**src/rtl/read_cycle_pkg.sv**
```systemverilog
// rtl/read_cycle_pkg.sv - shared SRAM cycle state encoding and default geometry
package read_cycle_pkg;

    localparam int DEF_DW            = 8;
    localparam int DEF_AW            = 4;
    localparam int DEF_ACCESS_CYCLES = 3;
    localparam int DEF_WORDS         = 16;

    typedef enum logic [2:0] {
        IDLE,
        SETUP,
        STROBE,
        CAPTURE,
        RELEASE,
        DONE
    } state_t;

endpackage

```
**src/rtl/read_cycle_access_timer.sv**
```systemverilog
// rtl/read_cycle_access_timer.sv - access_timer: nOE strobe length down-counter
module access_timer
    import read_cycle_pkg::*;
#(
    parameter int CYCLES = DEF_ACCESS_CYCLES
) (
    input  logic clk,
    input  logic reset,
    input  logic load,
    input  logic tick,
    output logic expired
);

    logic [3:0] remaining;

    // Loaded with CYCLES-1 so that expiry is seen on the last strobe cycle.
    always_ff @(posedge clk or negedge reset) begin
        if (!reset) begin
            remaining <= '0;
        end else if (load) begin
            remaining <= 4'(CYCLES - 1);
        end else if (tick && (remaining != '0)) begin
            remaining <= remaining - 4'd1;
        end
    end

    assign expired = (remaining == '0);

endmodule

```
**src/rtl/read_cycle.sv**
```systemverilog
// rtl/read_cycle.sv - SRAM burst read cycle controller (optional chk output under READ_CYCLE_CHECKSUM_EN)
module read_cycle
    import read_cycle_pkg::*;
#(
    parameter int DW            = DEF_DW,
    parameter int AW            = DEF_AW,
    parameter int ACCESS_CYCLES = DEF_ACCESS_CYCLES,
    parameter int WORDS         = DEF_WORDS
) (
    input  logic          clk,
    input  logic          reset,
    input  logic          read,
    input  logic          write,
    input  logic [DW-1:0] mem_data,
    output logic          nCS,
    output logic          nOE,
    output logic          DE,
    output logic          latch,
    output logic          count,
    output logic          reading,
    output logic [AW-1:0] addr,
    output logic [DW-1:0] rd_data
`ifdef READ_CYCLE_CHECKSUM_EN
    ,
    output logic [DW-1:0] chk
`endif
);

    localparam int WCW = $clog2(WORDS + 1);

    state_t         state;
    state_t         state_next;
    logic [WCW-1:0] word_cnt;
    logic           last_word;
    logic           timer_load;
    logic           timer_tick;
    logic           timer_expired;

    access_timer #(
        .CYCLES (ACCESS_CYCLES)
    ) u_access_timer (
        .clk     (clk),
        .reset   (reset),
        .load    (timer_load),
        .tick    (timer_tick),
        .expired (timer_expired)
    );

    assign last_word = (word_cnt == WCW'(WORDS - 1));
    assign DE        = 1'b0;

    always_ff @(posedge clk or negedge reset) begin
        if (!reset) begin
            state <= IDLE;
        end else begin
            state <= state_next;
        end
    end

    // Bus strobes decode straight from state so reset releases them asynchronously.
    always_comb begin
        state_next = state;
        nCS        = 1'b1;
        nOE        = 1'b1;
        latch      = 1'b0;
        count      = 1'b0;
        reading    = 1'b0;
        timer_load = 1'b0;
        timer_tick = 1'b0;
        case (state)
            IDLE: begin
                if (read && !write) begin
                    state_next = SETUP;
                end
            end
            SETUP: begin
                nCS        = 1'b0;
                reading    = 1'b1;
                timer_load = 1'b1;
                state_next = STROBE;
            end
            STROBE: begin
                nCS        = 1'b0;
                nOE        = 1'b0;
                reading    = 1'b1;
                timer_tick = 1'b1;
                if (timer_expired) begin
                    state_next = CAPTURE;
                end
            end
            CAPTURE: begin
                nCS        = 1'b0;
                nOE        = 1'b0;
                latch      = 1'b1;
                reading    = 1'b1;
                state_next = RELEASE;
            end
            RELEASE: begin
                count   = 1'b1;
                reading = 1'b1;
                if (last_word) begin
                    state_next = DONE;
                end else if (read && !write) begin
                    state_next = SETUP;
                end else begin
                    state_next = IDLE;
                end
            end
            DONE: begin
                if (!read) begin
                    state_next = IDLE;
                end
            end
            default: begin
                state_next = IDLE;
            end
        endcase
    end

    always_ff @(posedge clk or negedge reset) begin
        if (!reset) begin
            addr     <= '0;
            rd_data  <= '0;
            word_cnt <= '0;
        end else begin
            if (latch) begin
                rd_data <= mem_data;
            end
            if (count) begin
                addr     <= addr + 1'b1;
                word_cnt <= word_cnt + 1'b1;
            end else if ((state == DONE) && !read) begin
                word_cnt <= '0;
            end
        end
    end

`ifdef READ_CYCLE_CHECKSUM_EN
    // Restarts only when a fresh burst leaves IDLE, not on back-to-back words.
    always_ff @(posedge clk or negedge reset) begin
        if (!reset) begin
            chk <= '0;
        end else if ((state == IDLE) && (state_next == SETUP)) begin
            chk <= '0;
        end else if (latch) begin
            chk <= chk ^ mem_data;
        end
    end
`endif

endmodule

```
**config.mk**
```make
export PLATFORM = sky130hd
export DESIGN_NAME = read_cycle
export DESIGN_NICKNAME = d
export VERILOG_FILES = /design/src/rtl/read_cycle_pkg.sv /design/src/rtl/read_cycle_access_timer.sv /design/src/rtl/read_cycle.sv
export SDC_FILE = /design/constraint.sdc
export NUM_CORES = 1
export LEC_CHECK = 0
export ABC_AREA = 1
export CELL_PAD_IN_SITES_DETAIL_PLACEMENT = 0
export CELL_PAD_IN_SITES_GLOBAL_PLACEMENT = 2
export CORE_MARGIN = 1.5
export CORE_UTILIZATION = 30
export DETAILED_ROUTE_END_ITERATION = 8
export GPL_TIMING_DRIVEN = 0
export PLACE_DENSITY = 0.85
export SLEW_MARGIN = 5
export SYNTH_ARGS = -nofsm -noshare
export SYNTH_HDL_FRONTEND = slang
export SYNTH_HIERARCHICAL = 1
export SYNTH_SLANG_ARGS = --single-unit
```
**constraint.sdc**
```tcl
create_clock -name clk -period 2.4 [get_ports clk]
set_input_delay 0.48 -clock clk [delete_from_list [all_inputs] [get_ports clk]]
set_output_delay 0.48 -clock clk [all_outputs]
set_load 0.02 [all_outputs]
```
==> results.md, run 1 <==
* Outcome: finished, final reports clean
* Maxcap violations at 0
* Cell Chain, Critical Path: inv_2 -> nand3_4 -> inv_4 -> clkdlybuf4s50_1
* Crit path capture type: output pin
* First-pass GRT wire length at about 4400 um
* Grt total ovfl at 0
* Vias per inst at 4.498
* Synth top area share at between 40 and 50%
* WP buf/inv at 3
* Top FF cell, synth: dfrtp_1
* Register area share after synthesis at 49.64%
* Setup Skew at about 0.0098 ns
* Cell family with most CP delay: buffers and inverters
* # IOs at 30
* Power, Total at 2.237 mW
* PnR worst setup slack at 0.09023 ns
* CTS tree: done
* N_diodes at 0
* Post-synth ARST share at 100.0%
* Post-CTS resize count at 2
* Initial antenna violation count at 0
* CTS Buffer Depth at 2
* Total GRT Usage at approximately 13%
* RSZ-0062 raised after global routing: no
* CTS clk-pin slew, worst paths at roughly 0.090 ns
* Htree depth at 1
* Die Span X at 66.51 um
* Rel. slew slack at 28.54%
* Syn Area/Cell at 8.231 sq um
* Fin crit share at 96.24%
* CTS Hold Bufs at 0
* Fin Hold WS at roughly 0.49 ns
* Synth unique cells at 26
* Synth Area in Simple Gates at around 29%
* Via count at 1021
* DR WL/cell at 10.80 um
* Launching point of the worst reg2reg path: word_cnt[0]$_DFFE_PN0P_
* Routability congestion estimate at 0.7965
* Clock buffer count from CTS at 3
* Fin. Hold Viols at 0
* Post-DP HPWL at 1821 um
* Adder-Cell Fraction of Synth Area at 5.171%
* Maximum number of pins on one net before global-route repair at 25
* Crit path kind: flip-flop to output pin
* FP Rows at 22
* Worst path slowest cell: clkdlybuf4s50_1
* Count leader, synth: nand2_1
* Post-Place Worst Slack at 0.2796 ns
* Cell taking the most area after synthesis: dfrtp_1
* PD cells at 1371 nW/um^2
* Clock sink count at 24
* Max Slew Vio Count at 0
* Tmin final at 2.310 ns
* Multiplexer area fraction after synthesis at 0%
* Post-synthesis xor/xnor area fraction at 2.896%
* CP Launch Type: flip-flop
* Initial Utilization at ~32%
* Area grow syn2layout at 34.85%
* Largest family of logic cells by synthesized area: simple AND/OR/NAND/NOR gates
* Post-Synthesis Cells at 147
* Commonest cells post-synth: nand2_1, dfrtp_1, inv_1, nor2_1, nand3_1
* Max Fclk at 432.9 MHz
* Yosys warns at 6
* Post-route ant nets at 0
* Via count of the first global-routing pass at 1007
* Hold_sp: rd_data[0]$_DFFE_PN0P_
* Crit path required time at roughly 1.9 ns
* Setup crit start: state[2]$_DFFE_PN0P_
* TNS Setup at 0 ns
* Synth top area cells: dfrtp_1, nand2_1, inv_1
* Worst-Skew Late Latency at between 0.2 and 0.3 ns
* # Post-CTS Setup Buffers at 0
* Lkg Pwr at between 0.8 and 0.9 nW
* Die height at 66.51 um
* Final setup fails at 0
* Inst Count DP at 223
* Post-synthesis compound-gate area fraction at 5.377%
* Root buffer cell: clkbuf_8
* Crit-path max cell delay at 0.61 ns
* Arrival @ worst endpoint at 1.83 ns
* Die area at 4423 sq um
* Synth Cell Area at 1210 sq um
* Core Area at ~3800 sq um
* Worst slew pin tran at 1.069 ns
* Layout Cells excl Fill at 227
* DRT Pass-1 Iters at 4
* Max IR drop VDD at 0.0005788 V
* Layout cells sized above 1 at 8.939%
* Final nets at between 150 and 200
* EDFF count, synth at 0
* DRT iter0 DRCs at 51
* Hold crit path type: flip-flop to flip-flop
* DRC at 0
* Max FO, Critical Path at 10
* I/O Buffers at 28
* Drt total wl at ~2500 um
* #FFs+latches synth at 24
* Syn_nets at approximately 160
final timing paths:
kind                       slack (ns)                     end  cells past startpoint
max                              0.09                   latch                      4
min                              0.49  rd_data[0]$_DFFE_PN0P_                      2
max reg2reg                      1.00    state[0]$_DFFE_PN0P_                     10
min reg2reg                      0.49  rd_data[0]$_DFFE_PN0P_                      2
max in group asynchronous        0.97    state[0]$_DFFE_PN0P_                      1
min in group asynchronous        0.78  rd_data[2]$_DFFE_PN0P_                      1
tightest hold or removal path: stages (launching register included):
cell and delay [ns]:
dfrtp_1 0.36, nand2_1 0.05, nand2_1 0.05
cell usage in the layout (no fill, tap or decap), drive strengths merged:
cell type      instances
nand3                  9
bufinv                 1
clkdlybuf4s50         28
buf                    2
a21oi                  2
nor3                   1
or2                    1
o21ai                  4
nor2                  16
inv                   19
clkbuf                 3
xnor2                  2
nand2                 53
conb                   1
dfrtp                 24
nand4                  2
o211ai                 2
xor2                   2
ha                     5
o22ai                  2
final cells by class:
class / count / area [sq um]
fill: 371 / 2140
sequential: 24 / 600.6
multi-input combinational: 102 / 526.8
timing repair buffer: 28 / 280.3
inverter: 19 / 73.82
tap: 48 / 60.06
clock buffer: 3 / 41.29
clock inverter: 1 / 30.03
buffer: 2 / 18.77
per-stage QoR:
stage / utilization, % / area, sq um
3_5_place_dp: 41.11 / 1550
5_1_grt: 43.26 / 1632
4_1_cts: 43.26 / 1632
3_3_place_gp: 41.11 / 1550
2_1_floorplan: - / 1210
6_report: 43.26 / 1632
registers in the layout (all words and copies together) (netlist names):
name and cells:
word_cnt 5, state 3, rd_data 8, u_access_timer/remaining 4
addr 4
layer usage:
layer  vias up  GRT usage (%)  part of all wire, %
li1        519              -                    -
met1       468          16.74                   47
met2        30          21.63                   44
met3         4          3.209                  7.0
met4         0          3.061                  1.0
met5         -              0                    0
where the power goes:
| part | total [mW] | switching (mW) | internal, mW |
|---|---|---|---|
| clock network | 0.356 | 0.133 | 0.223 |
| logic | 1.16 | 0.654 | 0.502 |
| registers | 0.724 | 0.148 | 0.576 |
| total | 2.24 | 0.936 | 1.30 |
kinds of logic after synthesis:
| group | Yosys count |
|---|---|
| flops | 24 |
| other cells | 1 |
| compound gates | 10 |
| fa+ha+maj | 5 |
| simple gates | 82 |
| buf+inv | 21 |
| xor+xnor | 4 |
No activity file was read; power rests on OpenSTA's default activity.
==> run 2, diff against run 1 <==
- CORE_ASPECT_RATIO: not set -> 1.25
- GPL_TIMING_DRIVEN: 0 -> not set
==> run 2 against run 1 <==
- count of clock-buffer cells in the layout is the same
- global-route usage grew 0.47 points
- critical path type unchanged
- critical path depth grew 1
==> results.md, run 2 (same netlist as run 1, synthesis figures left out) <==
* Core Area at 3816 sq um
* Final setup fails at 0
* Worst-Skew Late Latency at around 0.27 ns
* CTS clk-pin slew, worst paths at 0.09 ns
* Htree depth at 1
* N_diodes at 0
* Largest registers: rd_data (8), word_cnt (5)
* Crit path capture type: output pin
* Fin. Hold Viols at 0
* Final nets at 197
* CTS Hold Bufs at 0
* Post-CTS resize count at 0
* Die Span X at 59.80 um
* Post-route cell area at 1625 sq um
* CTS Buffer Depth at 2
* Post-DP HPWL at 1986 um
* First-pass GRT wire length at 4450 um
* Hold crit path type: flip-flop to flip-flop
* Max Slew Vio Count at 0
* TNS Setup at 0 ns
* CTS tree: done
* Initial antenna violation count at 0
* Cell Chain, Critical Path: inv_1 -> nand2_1 -> nand2_1 -> nand2_1 -> clkdlybuf4s50_1
* Power, Total at roughly 2.2 mW
* Tmin final at 2.284 ns
* Total GRT Usage at approximately 13%
* DR WL/cell at 11.33 um
* Most common cell on crit path: nand2_1
* DRC at 0
* Max Fclk at 437.7 MHz
* # IOs at 30
* Fin Hold WS at between 0.4 and 0.5 ns
* Crit path required time at roughly 1.9 ns
* Routability congestion estimate at ~0.67
* Post-route ant nets at 0
* CP Launch Type: flip-flop
* RSZ-0062 raised after global routing: no
* Max IR drop VDD at 0.0003838 V
* PnR worst setup slack at 0.1156 ns
* Most frequent cells in the layout: nand2_1, clkdlybuf4s50_1, dfrtp_1
* Layout cells sized above 1 at 8.939%
* Layout Cells excl Fill at around 230
* Core Util, Final at between 40% and 50%
* Largest reg by FF count: rd_data
* Post-Place Worst Slack at 0.4059 ns
* Fin crit share at 95.18%
* Drt total wl at between 2000 and 3000 um
* Commonest non-fill, non-tap cell in the layout: nand2_1
* DRT iter0 DRCs at 49
* Inst Count DP at 229
* FP Rows at 25
* Initial Utilization at 31.70%
* Vias per inst at 4.391
* Crit path kind: flip-flop to output pin
* Clock buffer count from CTS at 3
* I/O Buffers at 28
* Largest register FFs at 8
* Grt total ovfl at 0
* Crit-path max cell delay at around 0.6 ns
* Outcome: finished, final reports clean
* Maxcap violations at 0
* Setup Skew at slightly above 0.004 ns
* PD cells at 1366 nW/um^2
* Root buffer cell: clkbuf_8
* # Post-CTS Setup Buffers at 0
* Die area at 4425 sq um
* Worst path slowest cell: clkdlybuf4s50_1
* Arrival @ worst endpoint at 1.80 ns
* Via count at 1023
* DRT Pass-1 Iters at 3
* Max FO, Critical Path at 7
* Lkg Pwr at 0.8006 nW
* Placed instance area at roughly 1600 sq um
* Area grow syn2layout at 34.33%
* Via count of the first global-routing pass at 987
* Clock sink count at 24
* Die height at 74 um
* Maximum number of pins on one net before global-route repair at 25
==> run 2: where the power goes <==
part           switching (mW)  internal (mW)
logic                   0.630          0.491
registers               0.162          0.575
clock network           0.138          0.223
==> run 2: worst paths after layout <==
path / slack [ns] / cells past startpoint / startpoint / endpoint
max in group asynchronous: 1.59 / 2 / reset / rd_data[0]$_DFFE_PN0P_
min in group asynchronous: 0.57 / 2 / reset / word_cnt[1]$_DFFE_PN0P_
max reg2reg: 0.93 / 10 / word_cnt[0]$_DFFE_PN0P_ / state[0]$_DFFE_PN0P_
min reg2reg: 0.47 / 1 / addr[3]$_DFFE_PN0P_ / addr[3]$_DFFE_PN0P_
max: 0.12 / 5 / state[1]$_DFFE_PN0P_ / reading
min: 0.47 / 1 / addr[3]$_DFFE_PN0P_ / addr[3]$_DFFE_PN0P_
==> run 2: layout make-up <==
class                   instances  area, sq um
fillers                       421         2191
flip-flops and latches         24        600.6
multi-input cells             102        519.2
repair buffers                 30        295.3
inverters                      19        71.32
well taps                      54        67.56
clock buffers                   3        41.29
clock inverters                 1        30.03
==> run 2: worst max-delay path: cells and delay by family, from the launching register on <==
family	cells	cell delay, ns
flops	1	0.52
buf+inv	2	0.73
simple gates	3	0.29
==> run 2: layer usage <==
metal | GRT usage [%] | vias to the layer above | routed length (um) | share of wire, %
li1 | - | 516 | - | -
met1 | 16.61 | 485 | 1140 | 43
met2 | 22.71 | 18 | 1370 | 52
met3 | 2.087 | 4 | 78 | 3.0
met4 | 5.926 | 0 | 48 | 1.8
met5 | 0 | - | 0 | 0
